### config.mk
export PLATFORM = sky130hd
export DESIGN_NAME = video_capture_flat
export DESIGN_NICKNAME = d
export VERILOG_FILES = /design/src/rtl/video_cap_pkg.sv /design/src/rtl/video_capture_if.sv /design/src/rtl/cap_fifo.sv /design/src/rtl/video_capture.sv /design/src/flat_wrapper.sv
export SDC_FILE = /design/constraint.sdc
export NUM_CORES = 1
export LEC_CHECK = 0
export ABC_AREA = 1
export CORE_ASPECT_RATIO = 1.5
export CORE_UTILIZATION = 50
export CTS_CLUSTER_DIAMETER = 50
export DETAILED_ROUTE_END_ITERATION = 8
export PLACE_DENSITY = 0.69
export SYNTH_ARGS = -nofsm -noshare
export SYNTH_HDL_FRONTEND = slang
export SYNTH_SLANG_ARGS = --single-unit
### constraint.sdc
create_clock -name clk -period 2 [get_ports clk]
set_input_delay 0.4 -clock clk [delete_from_list [all_inputs] [get_ports clk]]
set_output_delay 0.4 -clock clk [all_outputs]
set_load 0.01 [all_outputs]
### src/rtl/video_cap_pkg.sv
// Shared types and helpers for the video capture sink.
// Entry layout, default geometry and pixel packing.
package video_cap_pkg;

   typedef struct packed {
      logic       sof;
      logic       eol;
      logic [7:0] data;
   } cap_entry_t;

   localparam int H_ACTIVE_DEF = 256;
   localparam int V_ACTIVE_DEF = 224;

   function automatic logic [7:0] pack_pixel(
      input logic [2:0] r,
      input logic [2:0] g,
      input logic [1:0] b
   );
      return ~{b, g, r};
   endfunction

endpackage

### src/rtl/video_capture_if.sv
// Captured pixel stream towards a downstream consumer.
// Master drives data/valid, slave drives ready.
interface video_capture_if;
   logic [7:0] pix_data;
   logic       pix_sof;
   logic       pix_eol;
   logic       pix_valid;
   logic       pix_ready;

   modport master (
      output pix_data, pix_sof, pix_eol, pix_valid,
      input  pix_ready
   );

   modport slave (
      input  pix_data, pix_sof, pix_eol, pix_valid,
      output pix_ready
   );
endinterface

### src/rtl/cap_fifo.sv
// First-word-fall-through FIFO with registered head outputs.
// Pointers carry a wrap bit; capacity is exactly DEPTH entries.
module cap_fifo #(
   parameter int W     = 10,
   parameter int DEPTH = 16
) (
   input  logic         clk,
   input  logic         rst_n,
   input  logic         push,
   input  logic [W-1:0] din,
   output logic         full,
   input  logic         pop,
   output logic [W-1:0] dout,
   output logic         valid
);
   localparam int AW = $clog2(DEPTH);

   logic [W-1:0] mem [DEPTH];
   logic [AW:0]  wptr;
   logic [AW:0]  rptr;
   logic [AW:0]  rptr_nxt;
   logic         rd;
   logic         wr;
   logic         nxt_valid;

   assign full = (wptr[AW] != rptr[AW]) &&
                 (wptr[AW-1:0] == rptr[AW-1:0]);
   assign rd   = pop & valid;
   assign wr   = push & (~full | rd);

   assign rptr_nxt  = rptr + (AW+1)'(rd);
   // A fresh write is only seen one edge later.
   assign nxt_valid = (wptr != rptr_nxt);

   always_ff @(posedge clk) begin
      if (wr) mem[wptr[AW-1:0]] <= din;
   end

   always_ff @(posedge clk or negedge rst_n) begin
      if (!rst_n) begin
         wptr  <= '0;
         rptr  <= '0;
         dout  <= '0;
         valid <= 1'b0;
      end else begin
         wptr  <= wptr + (AW+1)'(wr);
         rptr  <= rptr_nxt;
         valid <= nxt_valid;
         if (nxt_valid) dout <= mem[rptr_nxt[AW-1:0]];
      end
   end
endmodule

### src/rtl/video_capture.sv
// Pixel sink: samples on pixel clock rise, tags frame/line
// position and buffers entries for a valid/ready consumer.
module video_capture
   import video_cap_pkg::*;
#(
   parameter int H_ACTIVE   = H_ACTIVE_DEF,
   parameter int V_ACTIVE   = V_ACTIVE_DEF,
   parameter int FIFO_DEPTH = 16
) (
   input  logic            clk,
   input  logic            rst_n,
   input  logic            pixelclk_in,
   input  logic            vblk,
   input  logic            video_valid,
   input  logic [2:0]      r_sig,
   input  logic [2:0]      g_sig,
   input  logic [1:0]      b_sig,
   video_capture_if.master pix,
   output logic            overflow,
   input  logic            ovf_clr,
   output logic            frame_done
);
   localparam int CW = $clog2(H_ACTIVE);
   localparam int RW = $clog2(V_ACTIVE);

   logic          pclk_q;
   logic          vblk_q;
   logic [CW-1:0] col;
   logic [RW-1:0] row;
   logic          pclk_rise;
   logic          vblk_rise;
   logic          sample;
   logic          col_last;
   logic          row_last;
   logic          full;
   logic          pop;
   logic          drop;
   cap_entry_t    entry;
   cap_entry_t    head;

   assign pclk_rise = pixelclk_in & ~pclk_q;
   assign vblk_rise = vblk & ~vblk_q;
   assign sample    = pclk_rise & video_valid;
   assign col_last  = (col == CW'(H_ACTIVE-1));
   assign row_last  = (row == RW'(V_ACTIVE-1));
   assign pop       = pix.pix_valid & pix.pix_ready;
   assign drop      = sample & full & ~pop;

   assign entry.sof  = (col == '0) && (row == '0);
   assign entry.eol  = col_last;
   assign entry.data = pack_pixel(r_sig, g_sig, b_sig);

   always_ff @(posedge clk or negedge rst_n) begin
      if (!rst_n) begin
         pclk_q     <= 1'b0;
         vblk_q     <= 1'b0;
         col        <= '0;
         row        <= '0;
         overflow   <= 1'b0;
         frame_done <= 1'b0;
      end else begin
         pclk_q     <= pixelclk_in;
         vblk_q     <= vblk;
         frame_done <= sample & col_last & row_last;
         // Counters advance even for dropped pixels.
         if (vblk_rise) begin
            col <= '0;
            row <= '0;
         end else if (sample) begin
            if (col_last) begin
               col <= '0;
               row <= row_last ? '0 : row + RW'(1);
            end else begin
               col <= col + CW'(1);
            end
         end
         if (drop)         overflow <= 1'b1;
         else if (ovf_clr) overflow <= 1'b0;
      end
   end

   cap_fifo #(
      .W     ($bits(cap_entry_t)),
      .DEPTH (FIFO_DEPTH)
   ) u_fifo (
      .clk   (clk),
      .rst_n (rst_n),
      .push  (sample),
      .din   (entry),
      .full  (full),
      .pop   (pop),
      .dout  (head),
      .valid (pix.pix_valid)
   );

   assign pix.pix_data = head.data;
   assign pix.pix_sof  = head.sof;
   assign pix.pix_eol  = head.eol;
endmodule

### src/flat_wrapper.sv
// flat-port wrapper written by rule: the top's interface ports become plain ports
module video_capture_flat import video_cap_pkg::*;
#(
   parameter int H_ACTIVE   = H_ACTIVE_DEF,
   parameter int V_ACTIVE   = V_ACTIVE_DEF,
   parameter int FIFO_DEPTH = 16
)
  (clk, rst_n, pixelclk_in, vblk, video_valid, r_sig, g_sig, b_sig, overflow, ovf_clr, frame_done, pix_pix_data, pix_pix_sof, pix_pix_eol, pix_pix_valid, pix_pix_ready);
  video_capture_if pix_i ();
  input  logic clk;
  input  logic rst_n;
  input  logic pixelclk_in;
  input  logic vblk;
  input  logic video_valid;
  input  logic [2:0] r_sig;
  input  logic [2:0] g_sig;
  input  logic [1:0] b_sig;
  output logic overflow;
  input  logic ovf_clr;
  output logic frame_done;
  output wire logic [$bits(pix_i.pix_data)-1:0] pix_pix_data;
  output wire logic [$bits(pix_i.pix_sof)-1:0] pix_pix_sof;
  output wire logic [$bits(pix_i.pix_eol)-1:0] pix_pix_eol;
  output wire logic [$bits(pix_i.pix_valid)-1:0] pix_pix_valid;
  input wire logic [$bits(pix_i.pix_ready)-1:0] pix_pix_ready;
  assign pix_pix_data = pix_i.pix_data;
  assign pix_pix_sof = pix_i.pix_sof;
  assign pix_pix_eol = pix_i.pix_eol;
  assign pix_pix_valid = pix_i.pix_valid;
  assign pix_i.pix_ready = pix_pix_ready;
  video_capture #(.H_ACTIVE(H_ACTIVE), .V_ACTIVE(V_ACTIVE), .FIFO_DEPTH(FIFO_DEPTH)) u_core (.clk(clk), .rst_n(rst_n), .pixelclk_in(pixelclk_in), .vblk(vblk), .video_valid(video_valid), .r_sig(r_sig), .g_sig(g_sig), .b_sig(b_sig), .pix(pix_i), .overflow(overflow), .ovf_clr(ovf_clr), .frame_done(frame_done));
endmodule
==> run summary <==
The share of the cycle needed by the critical path after routing is 0.973, and the number of port buffers is 27. STA classifies the critical path endpoint as a flip-flop. The logs give 0.470 for the logic gate share of total power and 0.510 for the initial standard-cell utilization of the core. Dividing the synthesized area by the synthesized cell count gives 9.67 µm². The filler cell count was 1,437; the leakage power summed over all cells was 4.90 nW. For the worst setup path, the data required time is 2420 ps.

Excluding fillers, the count of instances in the completed layout stands at 1,260. Across the VDD grid, the largest voltage drop is 0.000831 V. The relative contribution of sequential cells to total power is 0.308, and the overall power consumption is 16.7 mW. The number of endpoints with negative hold slack in the final report is 0. Number of cells in the design after placement: 1,221. By startpoint and endpoint, the worst setup path is classified as flip-flop to flip-flop. In the final layout, the multi-input gates occupy 0.00254 mm². The tools report the total routing usage reported by global routing as 0.240. The dominant cell by count in the synthesized netlist was sky130_fd_sc_hd__nand2_1. At the later pin of the worst-skew pair, clock insertion delay measures 490 ps. The aggregate negative setup slack was 0 ps. In the synthesized netlist the dominant register cell turns out to be sky130_fd_sc_hd__edfxtp_1. The startpoint identified for the worst register-to-register timing path is u_core.u_fifo.valid. The mapped netlist covers 0.00915 mm². Across all layers, the routed design uses 6,484 vias. Maximum frequency from static timing analysis: 514 MHz. The relative slew slack is 0.589, and the area growth from synthesis to layout is 19.4%.

Synthesis produced 946 cells. The worst hold path begins at vblk. The full die area was 0.0189 mm². The run gives 28 as the top-level port count. The tightest min-delay check is of the primary input to flip-flop type. Routability-driven placement finished with a final weighted congestion of 0.947. Entering global routing, the biggest net connects 42 pins.

The async set-or-reset flop fraction in the synthesized netlist works out to 0.204. By count the netlist is led by sky130_fd_sc_hd__nand2_1 (283), sky130_fd_sc_hd__inv_1 (167), sky130_fd_sc_hd__edfxtp_1 (160). The share of power burned in the clock network was 0.222; the setup skew after layout was 17.5 ps. By area the synthesized netlist is led by sky130_fd_sc_hd__edfxtp_1 (53%), sky130_fd_sc_hd__nand2_1 (12%), sky130_fd_sc_hd__dfrtp_1 (11%). The run gives 50 ps as the worst reg-to-reg setup slack. The logs give 0 for the number of endpoints failing setup at the final stage and 0.637 for the portion of the post-synthesis area used by sequential elements.

TritonCTS built the clock tree. The global route total overflow came out at 0. The internal portion of the total power is 10.2 mW. TritonCTS created 19 clock buffers.

Y dimension of the die: 168 µm. The via density per instance was 5.15. The tools report the number of max-slew violations in the final report as 0.

Count of different cell masters after synthesis: 33. The first detailed-routing pass ran for 5 iterations. The H-tree depth reported by CTS is 1, and the HPWL after detailed placement is 14,500 µm.

At the pin with the least slew margin, the transition time is 615 ps. The element type at the critical path start was a flip-flop. For the diode insertion count for antenna repair, the log shows 0. Setup repair after global routing could not meet its margin everywhere.

In this run, the number of DRC markers left after iteration 0 of detailed routing was 544. Power spread over the standard cell area amounts to 1530 mW/mm². After detailed routing, the total wire length is 21,600 µm. The number of global-route vias before repair came out at 6,481. After the last flow step, the layout net total stands at 1,053. The analysis attributes to net switching a power of 6.51 mW. The width of the die is 112 µm, and the share of cells above drive strength 1 is 0.131. The cell accounting for the most synthesized area is sky130_fd_sc_hd__edfxtp_1. The post-layout utilization of the core is 0.609.

The global-route wire length before repair is 33,900 µm, and the post-synthesis sequential element count is 201. The cell depth of the worst min-delay path is 1, and the average wire per standard cell is 17.2 µm. Clock-pin slew was measured on the worst setup and hold paths at 60 ps. The remaining antenna violation count after routing was 0. The share of total power consumed by net switching is 0.390, and the number of buffers on the longest clock path is 3. For the worst setup path, the data arrival time is 2370 ps.

The smallest clock period supported by the final layout is computed as 1950 ps. Yosys printed 0 warnings. The run gives 60 as the number of core rows. The initial antenna violation count was 0.

The worst hold path terminates at u_core.vblk_q. The tool flagged a number of max-cap violations equal to 0. The endpoint identified for the worst register-to-register timing path is u_core.u_fifo.dout[8]. The tree is rooted in a sky130_fd_sc_hd__clkbuf_16. The tree built by TritonCTS fans out to 201 sinks. Number of enable flip-flop cells after synthesis: 160.

The sequential cell area in the final layout was 0.00583 mm². For the worst flop-to-flop path, the logic depth is 12. When the netlist entered floorplanning its net count stood at 969. Along the worst path, the maximum fanout reaches 5.

The flow ran to the end, and the final reports show no timing, DRC or antenna violations. DRC violation count after routing: 0. The top cell type's share of synthesized area was 0.525; the area inside the core boundary was 0.0179 mm².
[final cells by class]
cell class                 instances  area share
clock inverter                     8     0.00917
sequential                       201       0.534
timing repair buffer             102      0.0901
multi-input combinational        535       0.232
clock buffer                      26      0.0505
inverter                         171      0.0590
tap                              217      0.0249
[kinds of logic after synthesis]
kind of cell	share of synthesized area
simple gates	0.230
buf+inv	0.0950
flops	0.637
compound gates	0.0126
xor+xnor	0.0141
fa+ha+maj	0.0109
[stage by stage]
step	cell area (µm²)	hold slack (ps)	worst slack (ps)
5_1_grt	10900	396	-46.5
3_3_place_gp	10100	483	-467
6_report	10900	389	53.6
2_1_floorplan	9150	104	80.5
3_5_place_dp	10100	494	-477
4_1_cts	10800	381	36.6
[registers in the layout, indices dropped and copies added, names as in the netlist]
signal	flops
u_core.u_fifo.rptr	5
u_core.frame_done	1
u_core.row	8
u_core.u_fifo.dout	10
u_core.col	8
u_core.u_fifo.wptr	5
u_core.overflow	1
u_core.vblk_q	1
u_core.pclk_q	1
u_core.u_fifo.mem	160
u_core.u_fifo.valid	1
[placed cells by master, fill, tap and decap left out, types with 3 or more instances in the layout]
cell type / n
sky130_fd_sc_hd__a21oi_1: 8
sky130_fd_sc_hd__buf_12: 11
sky130_fd_sc_hd__buf_4: 59
sky130_fd_sc_hd__buf_6: 4
sky130_fd_sc_hd__clkbuf_16: 19
sky130_fd_sc_hd__clkbuf_8: 5
sky130_fd_sc_hd__clkdlybuf4s50_1: 26
sky130_fd_sc_hd__dfrtp_1: 41
sky130_fd_sc_hd__edfxtp_1: 160
sky130_fd_sc_hd__ha_1: 6
sky130_fd_sc_hd__inv_1: 165
sky130_fd_sc_hd__inv_2: 4
sky130_fd_sc_hd__nand2_1: 277
sky130_fd_sc_hd__nand2_2: 6
sky130_fd_sc_hd__nand2_4: 3
sky130_fd_sc_hd__nand3_1: 142
sky130_fd_sc_hd__nand3_2: 9
sky130_fd_sc_hd__nand4_1: 4
sky130_fd_sc_hd__nor2_1: 35
sky130_fd_sc_hd__nor2_2: 3
sky130_fd_sc_hd__nor3_1: 7
sky130_fd_sc_hd__o21ai_0: 10
sky130_fd_sc_hd__xor2_1: 10
[layer usage]
metal,share of wire,global-route usage,routed length [µm],vias up
met5,0,0,0,-
met4,0.054,0.140,1160,0
met3,0.039,0.0239,838,63
met2,0.54,0.442,11600,193
met1,0.37,0.267,8020,3039
li1,-,-,-,3189
[what timing repair did]
item | 4_1_cts | 5_1_grt
hold buffers | 1 | 0
cloned | 0 | 2
buffers inserted | 0 | 2
gates resized for setup | 6 | 19
endpoints found under the hold margin | 8 | 0
pin swaps | 0 | 12
setup endpoints to repair | 10 | 16
[worst max-delay path: stages (launching register included)]
cell	delay, ps
sky130_fd_sc_hd__dfrtp_1	390
sky130_fd_sc_hd__nand2_2	100
sky130_fd_sc_hd__inv_2	50
sky130_fd_sc_hd__ha_4	160
sky130_fd_sc_hd__ha_4	230
sky130_fd_sc_hd__buf_6	140
sky130_fd_sc_hd__xor2_1	130
sky130_fd_sc_hd__nor2_1	80
sky130_fd_sc_hd__nand2_1	90
sky130_fd_sc_hd__nor2_4	210
sky130_fd_sc_hd__buf_6	160
sky130_fd_sc_hd__nand3_1	70
sky130_fd_sc_hd__nand2_1	70
[power by group through the flow]
stage          Clock (mW)  Sequential, mW  Combinational, mW
3_5_place_dp            0            5.20               7.46
6_report             3.71            5.14               7.83
4_1_cts              3.76            5.13               7.60
5_1_grt              3.92            5.18               8.50
2_1_floorplan           0            5.21               4.44
3_3_place_gp            0            5.19               7.40
[worst max-delay path by stage]
stage	startpoint	to	slack, ps	cells after the start
after floorplan	u_core.u_fifo.valid	u_core.u_fifo.dout[0]	80	13
after global placement	pix_pix_ready	u_core.u_fifo.dout[1]	-470	13
after detailed placement	pix_pix_ready	u_core.u_fifo.dout[0]	-480	13
after CTS	u_core.u_fifo.valid	u_core.u_fifo.dout[6]	40	12
after global routing	u_core.u_fifo.valid	u_core.u_fifo.dout[5]	-50	12
final	u_core.u_fifo.valid	u_core.u_fifo.dout[8]	50	12
No activity file was read; power rests on OpenSTA's default activity.
